$ cat src/rtl/mem_port_arbiter_if.sv
// Bus bundle between the fetch port, the data port and the single-ported
// memory. The arbiter connects through the slave modport, and the driving
// environment connects through the master modport.
interface mem_port_arbiter_if #(
    parameter int W = 32
);
    logic         if_req;
    logic [W-1:0] if_addr;
    logic         if_valid;
    logic [W-1:0] if_rdata;
    logic         d_req;
    logic         d_we;
    logic [W-1:0] d_addr;
    logic [W-1:0] d_wdata;
    logic         d_valid;
    logic [W-1:0] d_rdata;
    logic         mem_en;
    logic         mem_we;
    logic [W-1:0] mem_addr;
    logic [W-1:0] mem_wdata;
    logic [W-1:0] mem_rdata;

    modport slave (
        input  if_req, if_addr, d_req, d_we, d_addr, d_wdata, mem_rdata,
        output if_valid, if_rdata, d_valid, d_rdata,
               mem_en, mem_we, mem_addr, mem_wdata
    );

    modport master (
        output if_req, if_addr, d_req, d_we, d_addr, d_wdata, mem_rdata,
        input  if_valid, if_rdata, d_valid, d_rdata,
               mem_en, mem_we, mem_addr, mem_wdata
    );
endinterface

$ cat src/rtl/mem_port_arbiter.sv
// Arbitrates the instruction fetch port and the data port onto one memory with
// a fixed read latency. Data normally wins, but fetch is forced through after
// STARVE_MAX consecutive denials. Only one access is in flight at a time, and
// a requester that drops its request mid-access loses the completion strobe.
module mem_port_arbiter #(
    parameter int W          = 32,
    parameter int LAT        = 2,
    parameter int STARVE_MAX = 4
) (
    input  logic                   clk,
    input  logic                   rst_n,
    mem_port_arbiter_if.slave      bus,
    output logic                   o_stall_f,
    output logic                   o_stall_m
);

    typedef enum logic [1:0] {
        IDLE   = 2'd0,
        BUSY_I = 2'd1,
        BUSY_D = 2'd2
    } state_t;

    localparam logic [2:0] LAT_INIT   = 3'(LAT - 1);
    localparam logic [2:0] STARVE_LIM = 3'(STARVE_MAX);

    state_t     r_state;
    logic [2:0] r_latCnt;
    logic [2:0] r_starveCnt;
    logic       r_abort;
    logic       r_isStore;

    state_t     w_nextState;
    logic       w_grantI;
    logic       w_grantD;
    logic       w_complete;
    logic       w_ownerReq;

    // State register plus latency, starvation, abort and store bookkeeping.
    always_ff @(posedge clk or negedge rst_n) begin
        if (!rst_n) begin
            r_state     <= IDLE;
            r_latCnt    <= 3'd0;
            r_starveCnt <= 3'd0;
            r_abort     <= 1'b0;
            r_isStore   <= 1'b0;
        end else begin
            r_state <= w_nextState;
            if (w_grantI || w_grantD) begin
                r_latCnt  <= LAT_INIT;
                r_isStore <= w_grantD && bus.d_we;
                r_abort   <= 1'b0;
                if (w_grantI) begin
                    r_starveCnt <= 3'd0;
                end else if (bus.if_req && (r_starveCnt != STARVE_LIM)) begin
                    r_starveCnt <= r_starveCnt + 3'd1;
                end
            end else if (r_state != IDLE) begin
                if (w_complete) begin
                    r_abort <= 1'b0;
                end else begin
                    r_latCnt <= r_latCnt - 3'd1;
                    if (!w_ownerReq) begin
                        r_abort <= 1'b1;
                    end
                end
            end
        end
    end

    // Arbitration, next state, memory drive and completion outputs.
    always_comb begin
        w_nextState   = r_state;
        w_grantI      = 1'b0;
        w_grantD      = 1'b0;
        w_complete    = 1'b0;
        w_ownerReq    = 1'b0;
        bus.mem_en    = 1'b0;
        bus.mem_we    = 1'b0;
        bus.mem_addr  = '0;
        bus.mem_wdata = '0;
        bus.if_valid  = 1'b0;
        bus.if_rdata  = '0;
        bus.d_valid   = 1'b0;
        bus.d_rdata   = '0;
        o_stall_f     = 1'b0;
        o_stall_m     = 1'b0;

        unique case (r_state)
            IDLE: begin
                if (rst_n) begin
                    if (bus.d_req && (!bus.if_req || (r_starveCnt != STARVE_LIM))) begin
                        w_grantD = 1'b1;
                    end else if (bus.if_req) begin
                        w_grantI = 1'b1;
                    end
                end
                if (w_grantD) begin
                    w_nextState   = BUSY_D;
                    bus.mem_en    = 1'b1;
                    bus.mem_we    = bus.d_we;
                    bus.mem_addr  = bus.d_addr;
                    bus.mem_wdata = bus.d_wdata;
                end else if (w_grantI) begin
                    w_nextState   = BUSY_I;
                    bus.mem_en    = 1'b1;
                    bus.mem_addr  = bus.if_addr;
                end
            end
            BUSY_I: begin
                w_ownerReq = bus.if_req;
                w_complete = (r_latCnt == 3'd0);
                if (w_complete) begin
                    w_nextState = IDLE;
                    if (!r_abort && bus.if_req) begin
                        bus.if_valid = 1'b1;
                        bus.if_rdata = bus.mem_rdata;
                    end
                end
            end
            BUSY_D: begin
                w_ownerReq = bus.d_req;
                w_complete = (r_latCnt == 3'd0);
                if (w_complete) begin
                    w_nextState = IDLE;
                    if (!r_abort && bus.d_req) begin
                        bus.d_valid = 1'b1;
                        bus.d_rdata = r_isStore ? '0 : bus.mem_rdata;
                    end
                end
            end
            default: begin
                w_nextState = IDLE;
            end
        endcase

        o_stall_f = rst_n && bus.if_req && !bus.if_valid;
        o_stall_m = rst_n && bus.d_req && !bus.d_valid;
    end

endmodule

$ cat src/flat_wrapper.sv
// flat-port wrapper written by rule: the top's interface ports become plain ports
module mem_port_arbiter_flat 
#(
    parameter int W          = 32,
    parameter int LAT        = 2,
    parameter int STARVE_MAX = 4
)
  (clk, rst_n, o_stall_f, o_stall_m, bus_if_req, bus_if_addr, bus_d_req, bus_d_we, bus_d_addr, bus_d_wdata, bus_mem_rdata, bus_if_valid, bus_if_rdata, bus_d_valid, bus_d_rdata, bus_mem_en, bus_mem_we, bus_mem_addr, bus_mem_wdata);
  mem_port_arbiter_if #(.W(W)) bus_i ();
  input  logic clk;
  input  logic rst_n;
  output logic o_stall_f;
  output logic o_stall_m;
  input wire logic [$bits(bus_i.if_req)-1:0] bus_if_req;
  input wire logic [$bits(bus_i.if_addr)-1:0] bus_if_addr;
  input wire logic [$bits(bus_i.d_req)-1:0] bus_d_req;
  input wire logic [$bits(bus_i.d_we)-1:0] bus_d_we;
  input wire logic [$bits(bus_i.d_addr)-1:0] bus_d_addr;
  input wire logic [$bits(bus_i.d_wdata)-1:0] bus_d_wdata;
  input wire logic [$bits(bus_i.mem_rdata)-1:0] bus_mem_rdata;
  output wire logic [$bits(bus_i.if_valid)-1:0] bus_if_valid;
  output wire logic [$bits(bus_i.if_rdata)-1:0] bus_if_rdata;
  output wire logic [$bits(bus_i.d_valid)-1:0] bus_d_valid;
  output wire logic [$bits(bus_i.d_rdata)-1:0] bus_d_rdata;
  output wire logic [$bits(bus_i.mem_en)-1:0] bus_mem_en;
  output wire logic [$bits(bus_i.mem_we)-1:0] bus_mem_we;
  output wire logic [$bits(bus_i.mem_addr)-1:0] bus_mem_addr;
  output wire logic [$bits(bus_i.mem_wdata)-1:0] bus_mem_wdata;
  assign bus_i.if_req = bus_if_req;
  assign bus_i.if_addr = bus_if_addr;
  assign bus_i.d_req = bus_d_req;
  assign bus_i.d_we = bus_d_we;
  assign bus_i.d_addr = bus_d_addr;
  assign bus_i.d_wdata = bus_d_wdata;
  assign bus_i.mem_rdata = bus_mem_rdata;
  assign bus_if_valid = bus_i.if_valid;
  assign bus_if_rdata = bus_i.if_rdata;
  assign bus_d_valid = bus_i.d_valid;
  assign bus_d_rdata = bus_i.d_rdata;
  assign bus_mem_en = bus_i.mem_en;
  assign bus_mem_we = bus_i.mem_we;
  assign bus_mem_addr = bus_i.mem_addr;
  assign bus_mem_wdata = bus_i.mem_wdata;
  mem_port_arbiter #(.W(W), .LAT(LAT), .STARVE_MAX(STARVE_MAX)) u_core (.clk(clk), .rst_n(rst_n), .bus(bus_i), .o_stall_f(o_stall_f), .o_stall_m(o_stall_m));
endmodule
$ cat config.mk
export PLATFORM = sky130hd
export DESIGN_NAME = mem_port_arbiter_flat
export DESIGN_NICKNAME = d
export VERILOG_FILES = /design/src/rtl/mem_port_arbiter_if.sv /design/src/rtl/mem_port_arbiter.sv /design/src/flat_wrapper.sv
export SDC_FILE = /design/constraint.sdc
export NUM_CORES = 1
export LEC_CHECK = 0
export ABC_CLOCK_PERIOD_IN_PS = 2100
export BUFFER_PORTS_ARGS = -buffer_cell sky130_fd_sc_hd__buf_2
export CAP_MARGIN = 20
export CORE_AREA = 3 3 103 105
export CTS_BUF_LIST = sky130_fd_sc_hd__clkbuf_8
export CTS_CLUSTER_DIAMETER = 50
export DETAILED_ROUTE_END_ITERATION = 8
export DIE_AREA = 0 0 106 108
export GPL_TIMING_DRIVEN = 0
export SLEW_MARGIN = 30
export SYNTH_ARGS = -nofsm -noshare
export SYNTH_HDL_FRONTEND = slang
export SYNTH_SLANG_ARGS = --single-unit
$ cat constraint.sdc
create_clock -name clk -period 2.1 [get_ports clk]
set_input_delay 0.105 -clock clk [delete_from_list [all_inputs] [get_ports clk]]
set_output_delay 0.105 -clock clk [all_outputs]
set_load 0.02 [all_outputs]
==> summary.txt, run 1 <==
Setup path
  – Critical Path AT: 1.91 ns
  – Setup CP Type: reg -> out
  – Critical Path RT: 2.00 ns
  – CP endpoint kind: primary output
  – Startpoint types: flop
  – CP Max Fanout: 5

Floorplan
  – # IOs: 267
  – Row count: 36
  – Placeable Area: just under 0.01 mm2
  – Chip Height: 108 um
  – Initial Utilization: 17.2%
  – Die area: 0.0114 mm2
  – Chip width: 106 um

STA
  – Min cycle time layout: 2.02 ns
  – Worst Slack Setup Final: around 0.084 ns
  – Final period util: around 96%
  – Layout Skew: between 0.002 and 0.003 ns
  – Fmax: 496 MHz
  – Worst Tran Pin Value: just over 0.6 ns
  – Hold Slack: 0.103 ns
  – Slew headroom: between 50% and 60%
  – Final hold vios: 0
  – Max-slew violation count: 0
  – # setup viols final: 0

Route
  – Final wirelength: 9150 um
  – Drt wl/cell: 14.4 um
  – 1st-pass router iterations: 4
  – DRC viols: 0
  – Vias: between 2,000 and 3,000
  – Routed Antenna Nets: 0
  – DR vias/cell: roughly 4.3
  – First DRT Iteration DRCs: 148

Power
  – Lkg Pwr: 2.17 nW
  – Pwr/cell area: 712 mW/mm2
  – Max IR drop VDD: 330 uV

Worst hold path
  – Worst min-delay path category: in -> reg

Clocking
  – Clk pin slew, worst setup/hold paths: 0.05 ns
  – H-tree levels: 1
  – Cts bufs inserted: 3
  – Clock latency on the worst-skew pair: between 0.2 and 0.3 ns
  – Root Driver: clkbuf_8
  – CTS tree: done
  – Clock Tree Buf Depth: 2
  – Clock sink total: 10

Layout
  – Most frequent cells in the layout: buf_2 (241), and2_1 (96), buf_4 (42), a22o_1 (34)
  – Final Cell Area: about 0.0035 mm2
  – Most common cell after layout, fill and taps aside: buf_2
  – Net count, final: 645
  – # diodes: 0
  – Area grow syn2layout: 111%
  – Share of cells above drive strength 1: 61.9%

Global routing
  – Initial antenna violation count: 1
  – GRT Total Usage: 13.5%
  – First-pass GRT wire length: 12,400 um
  – GRT Residual Overflow: 0
  – Vias in the first global route: 2,533
  – Pin count of the biggest net entering global routing: 11

Logic synthesis
  – Ys flop type: dfrtp_1
  – Synth async-reset ratio: 100%
  – Netlist Area Pre-Place: 0.00167 mm2
  – Netlist cell types: 30
  – Sequential area share after synthesis: between 10% and 20%
  – Post-Syn Area per Cell: 7.55 um2
  – Synthesized instance count: 221
  – Post-Syn Nets: about 360
  – Synth Warn #: 0
  – EDFF count, synth: 0
  – FF+latch count, synth: 10

Job
  – Max-Cap Viols: 0

Place
  – Placement Setup Slack: 0.0574 ns
  – Port Buffers: approximately 270
  – Post-DP Area: 0.00316 mm2
  – Gpl congestion: 0.779
  – HPWL Detailed: between 7000 and 8000 um

Status
  – Outcome: complete, no violations
state kept, by name, summed over array words and instances (netlist names):
register            count
u_core.r_abort          1
u_core.r_isStore        1
u_core.r_latCnt         3
u_core.r_starveCnt      3
u_core.r_state          2
layout make-up:
cell class                 instances  area (um2)
tap                              133         166
timing repair buffer             279        1510
sequential                        10         250
buffer                            18         141
fill                            1028        6210
inverter                           9        33.8
multi-input combinational        184        1360
clock buffer                       4        55.1
path summary, 6_finish.rpt:
kind                                       start            endpoint  slack (ns)  depth (start not counted)
setup / recovery           u_core.r_starveCnt[0]     bus_mem_addr[2]        0.08                          9
hold / removal                          bus_d_we    u_core.r_isStore        0.10                          2
setup reg to reg           u_core.r_starveCnt[0]   u_core.r_state[1]        0.43                          9
hold reg to reg               u_core.r_latCnt[1]  u_core.r_latCnt[1]        0.56                          2
max in group asynchronous                  rst_n   u_core.r_state[0]        1.28                          2
min in group asynchronous                  rst_n  u_core.r_latCnt[0]        0.47                          2
metal layers:
metal  GRT usage, %  routed length (um)  vias up
met2           25.7                4770      181
li1               -                   -     1323
met1           15.1                3360     1194
met5              0                  13        -
met3           2.69                 885        9
met4           3.98                 123        2
critical path: stages, from the launching register on:
cell and delay, ns:
dfrtp_1 0.39, inv_1 0.09, ha_4 0.14, and3_4 0.20, nor3b_4 0.04, buf_4 0.15, buf_4 0.16, buf_6 0.12
a22o_1 0.22, buf_4 0.15
synthesized netlist by cell type (all sizes together) (2+ instances only):
| library cell | n | area (um2) |
|---|---|---|
| nand2 | 10 | 37.5 |
| nor3 | 3 | 20.0 |
| a22oi | 2 | 15.0 |
| o22ai | 2 | 12.5 |
| nor2 | 2 | 7.51 |
| nor4bb | 2 | 20.0 |
| and2 | 97 | 607 |
| inv | 9 | 33.8 |
| a2bb2oi | 2 | 17.5 |
| ha | 7 | 87.6 |
| a21oi | 4 | 23.8 |
| dfrtp | 10 | 250 |
| nand3 | 3 | 15.0 |
| nor2b | 2 | 12.5 |
| a22o | 34 | 298 |
| o21ai | 4 | 20.0 |
| clkbuf | 6 | 22.5 |
| buf | 12 | 65.1 |
| and3 | 2 | 12.5 |
report_power, final:
| group | internal (W) | switching [W] |
|---|---|---|
| clock network | 0.000166 | 0.0000867 |
| registers | 0.000284 | 0.0000795 |
| logic | 0.000865 | 0.00102 |
| total | 0.00131 | 0.00119 |
metrics by stage:
step / utilization, % / TNS, ns / power, W / instances
floorplan: - / 0 / 0.00144 / 221
global placement: 32.5 / 0 / 0.00195 / 619
detailed placement: 32.5 / 0 / 0.00198 / 619
CTS: 34.5 / 0 / 0.00236 / 627
global route: 36.1 / -0.0152 / 0.00269 / 637
finish: 36.1 / 0 / 0.00250 / 637
repair_timing:
action | in CTS | in global routing
hold endpoints to repair | 10 | 0
buffers inserted | 3 | 7
pin swaps | 1 | 6
resized for setup | 36 | 37
hold buffers | 1 | 0
gates cloned | 0 | 3
setup endpoints to repair | 124 | 100
cell families (layout without fill, tap and decap cells):
family | Yosys count | in the layout | synth area share [%]
adder cells (fa/ha/maj) | 7 | 7 | 5.25
buffers and inverters | 27 | 310 | 7.27
AND/OR/NAND/NOR | 124 | 124 | 46.7
flip-flops | 10 | 10 | 15.0
AO/OA/AOI/OAI | 52 | 52 | 25.1
multiplexers | 1 | 1 | 0.675
(Power assumes the default switching activity.)
==> inputs of run 2 (changes only) <==
--- a/config.mk
+++ b/config.mk
@@ -14,6 +14,7 @@
 export DETAILED_ROUTE_END_ITERATION = 8
 export DIE_AREA = 0 0 106 108
 export GPL_TIMING_DRIVEN = 0
+export REMOVE_ABC_BUFFERS = 1
 export SLEW_MARGIN = 30
 export SYNTH_ARGS = -nofsm -noshare
 export SYNTH_HDL_FRONTEND = slang
==> run 2 against run 1 <==
Against the previous run:
- critical path depth unchanged
- design area up 0.18%
- hold slack better by 0.024 ns
- worst setup slack worse by 0.020 ns
- clock power decreased by 3%
- register-to-register slack better by 0.06 ns
- sequential cell count did not move
- clock-buffer cell count stayed put
- highest routed layer unchanged
==> summary.txt, run 2 (synthesis gave the netlist of run 1 again) <==
Floorplan
  – Chip Height: between 100 and 150 um
  – Placeable Area: roughly 0.01 mm2
  – Chip width: between 100 and 150 um
  – Die area: 0.0114 mm2
  – Row count: 36
  – Initial Utilization: between 10% and 20%
  – # IOs: 267

STA
  – Fmax: around 490 MHz
  – Sum of negative setup slack: 0 ns
  – Layout Skew: 0.00415 ns
  – Unrepaired setup endpoints after global routing: true
  – Slew headroom: approximately 60%
  – Worst Tran Pin Value: 0.583 ns
  – Final period util: 96.9%
  – Hold Slack: 0.127 ns
  – Max-slew violation count: 0
  – Min cycle time layout: 2.04 ns
  – Final hold vios: 0
  – # setup viols final: 0

Layout
  – Fill count: 1,018
  – Most common cell after layout, fill and taps aside: buf_2
  – Share of cells above drive strength 1: 62.4%
  – Area grow syn2layout: 111%
  – Cell Count, Final, Fillers Out: 632
  – Most frequent cells in the layout: buf_2 (260), and2_1 (97), a22o_1 (34), buf_4 (19), dfrtp_1 (10)
  – Registers with the most flip-flops: u_core.r_latCnt: 3 flops, u_core.r_starveCnt: 3 flops, u_core.r_state: 2 flops
  – Final Cell Area: 0.00352 mm2
  – Net count, final: 639

Clocking
  – Clk pin slew, worst setup/hold paths: 0.05 ns
  – Clock sink total: 10
  – Cts bufs inserted: 3
  – H-tree levels: 1
  – Root Driver: clkbuf_8
  – CTS tree: done
  – Clock Tree Buf Depth: 2
  – Clock latency on the worst-skew pair: 0.24 ns

Route
  – Vias: 2,713
  – 1st-pass router iterations: 4
  – DR vias/cell: 4.29
  – Drt wl/cell: 14.9 um
  – Final wirelength: about 9400 um
  – DRC viols: 0
  – First DRT Iteration DRCs: 132
  – Routed Antenna Nets: 0

Worst hold path
  – Worst min-delay path category: in -> reg

Power
  – Flop pwr share: 14.5%
  – Pint: 0.00136 W
  – Max IR drop VDD: roughly 370 uV
  – Lkg Pwr: 2.15 nW
  – Combinational power share: 76.2%
  – Sw Share: 48.5%
  – Pwr/cell area: 747 mW/mm2
  – Switching power: 0.00128 W
  – Clock power share: a little under a tenth

Global routing
  – Vias in the first global route: approximately 2,400
  – Pin count of the biggest net entering global routing: 31
  – First-pass GRT wire length: 12,700 um
  – GRT Total Usage: 13.9%
  – Initial antenna violation count: 3
  – GRT Residual Overflow: 0

Place
  – Port Buffers: 266
  – Gpl congestion: 0.717
  – HPWL Detailed: 7350 um
  – Post-DP Area: 0.00313 mm2
  – Placed insts: 605

Job
  – Max-Cap Viols: 0

Setup path
  – Setup CP Type: reg -> out
  – Startpoint types: flop
  – Critical Path RT: 2.00 ns
  – CP endpoint kind: primary output
  – CP Max Fanout: 5
  – Critical Path AT: 1.93 ns

Status
  – Outcome: complete, no violations
## run 2: metrics by stage
stage                     total power, W  util, %  setup slack (ns)
after floorplan                  0.00140        -            -0.902
after global placement           0.00191     31.6             -1.73
after detailed placement         0.00200     32.2            -0.398
after CTS                        0.00246     34.5           0.00681
after global routing             0.00282     36.2           0.00598
final                            0.00263     36.2            0.0643
## run 2: layer usage
layer	global-route usage [%]	vias to the layer above	wire [um]
li1	-	1315	-
met1	15.9	1207	3560
met2	26.3	177	4760
met3	2.69	12	887
met4	3.61	2	204
met5	0	-	13
## run 2: area by class of cell
class	count	area, um2	share of cell area (%)
clock buffers	4	55.1	1.56
diodes	1	2.50	0.0710
inverters	9	33.8	0.959
well taps	133	166	4.72
repair buffers	289	1600	45.4
multi-input cells	186	1420	40.2
flip-flops and latches	10	250	7.10
## run 2: path summary, 6_finish.rpt
check | start | to | slack (ns) | cells after the start
hold reg to reg | u_core.r_latCnt[1] | u_core.r_latCnt[1] | 0.56 | 2
min in group asynchronous | rst_n | u_core.r_isStore | 0.46 | 2
hold / removal | bus_d_we | u_core.r_isStore | 0.13 | 2
max in group asynchronous | rst_n | u_core.r_latCnt[1] | 1.30 | 2
setup reg to reg | u_core.r_state[1] | u_core.r_latCnt[0] | 0.49 | 6
setup / recovery | u_core.r_starveCnt[0] | bus_mem_addr[1] | 0.06 | 9
## run 2: critical path, stage by stage (launching register included)
cell and delay (ns):
dfrtp_1 0.38, inv_1 0.11, ha_4 0.16, and3_4 0.20
nor3b_4 0.04, buf_6 0.13, buf_6 0.12, buf_4 0.14
a22o_1 0.25, buf_2 0.16
## run 2: what timing repair did
action	CTS	global route
gates resized for setup	11	20
cloned	3	1
hold endpoints to repair	10	0
setup endpoints to repair	120	99
setup buffers	9	9
hold buffers	1	0
pin swaps	3	3
## run 2: power groups by stage
stage / Combinational, W / Sequential [W] / Clock, W
after floorplan: 0.00105 / 0.000346 / 0
after global placement: 0.00155 / 0.000357 / 0
after detailed placement: 0.00163 / 0.000369 / 0
after CTS: 0.00184 / 0.000372 / 0.000247
after global routing: 0.00217 / 0.000390 / 0.000262
final: 0.00200 / 0.000382 / 0.000245
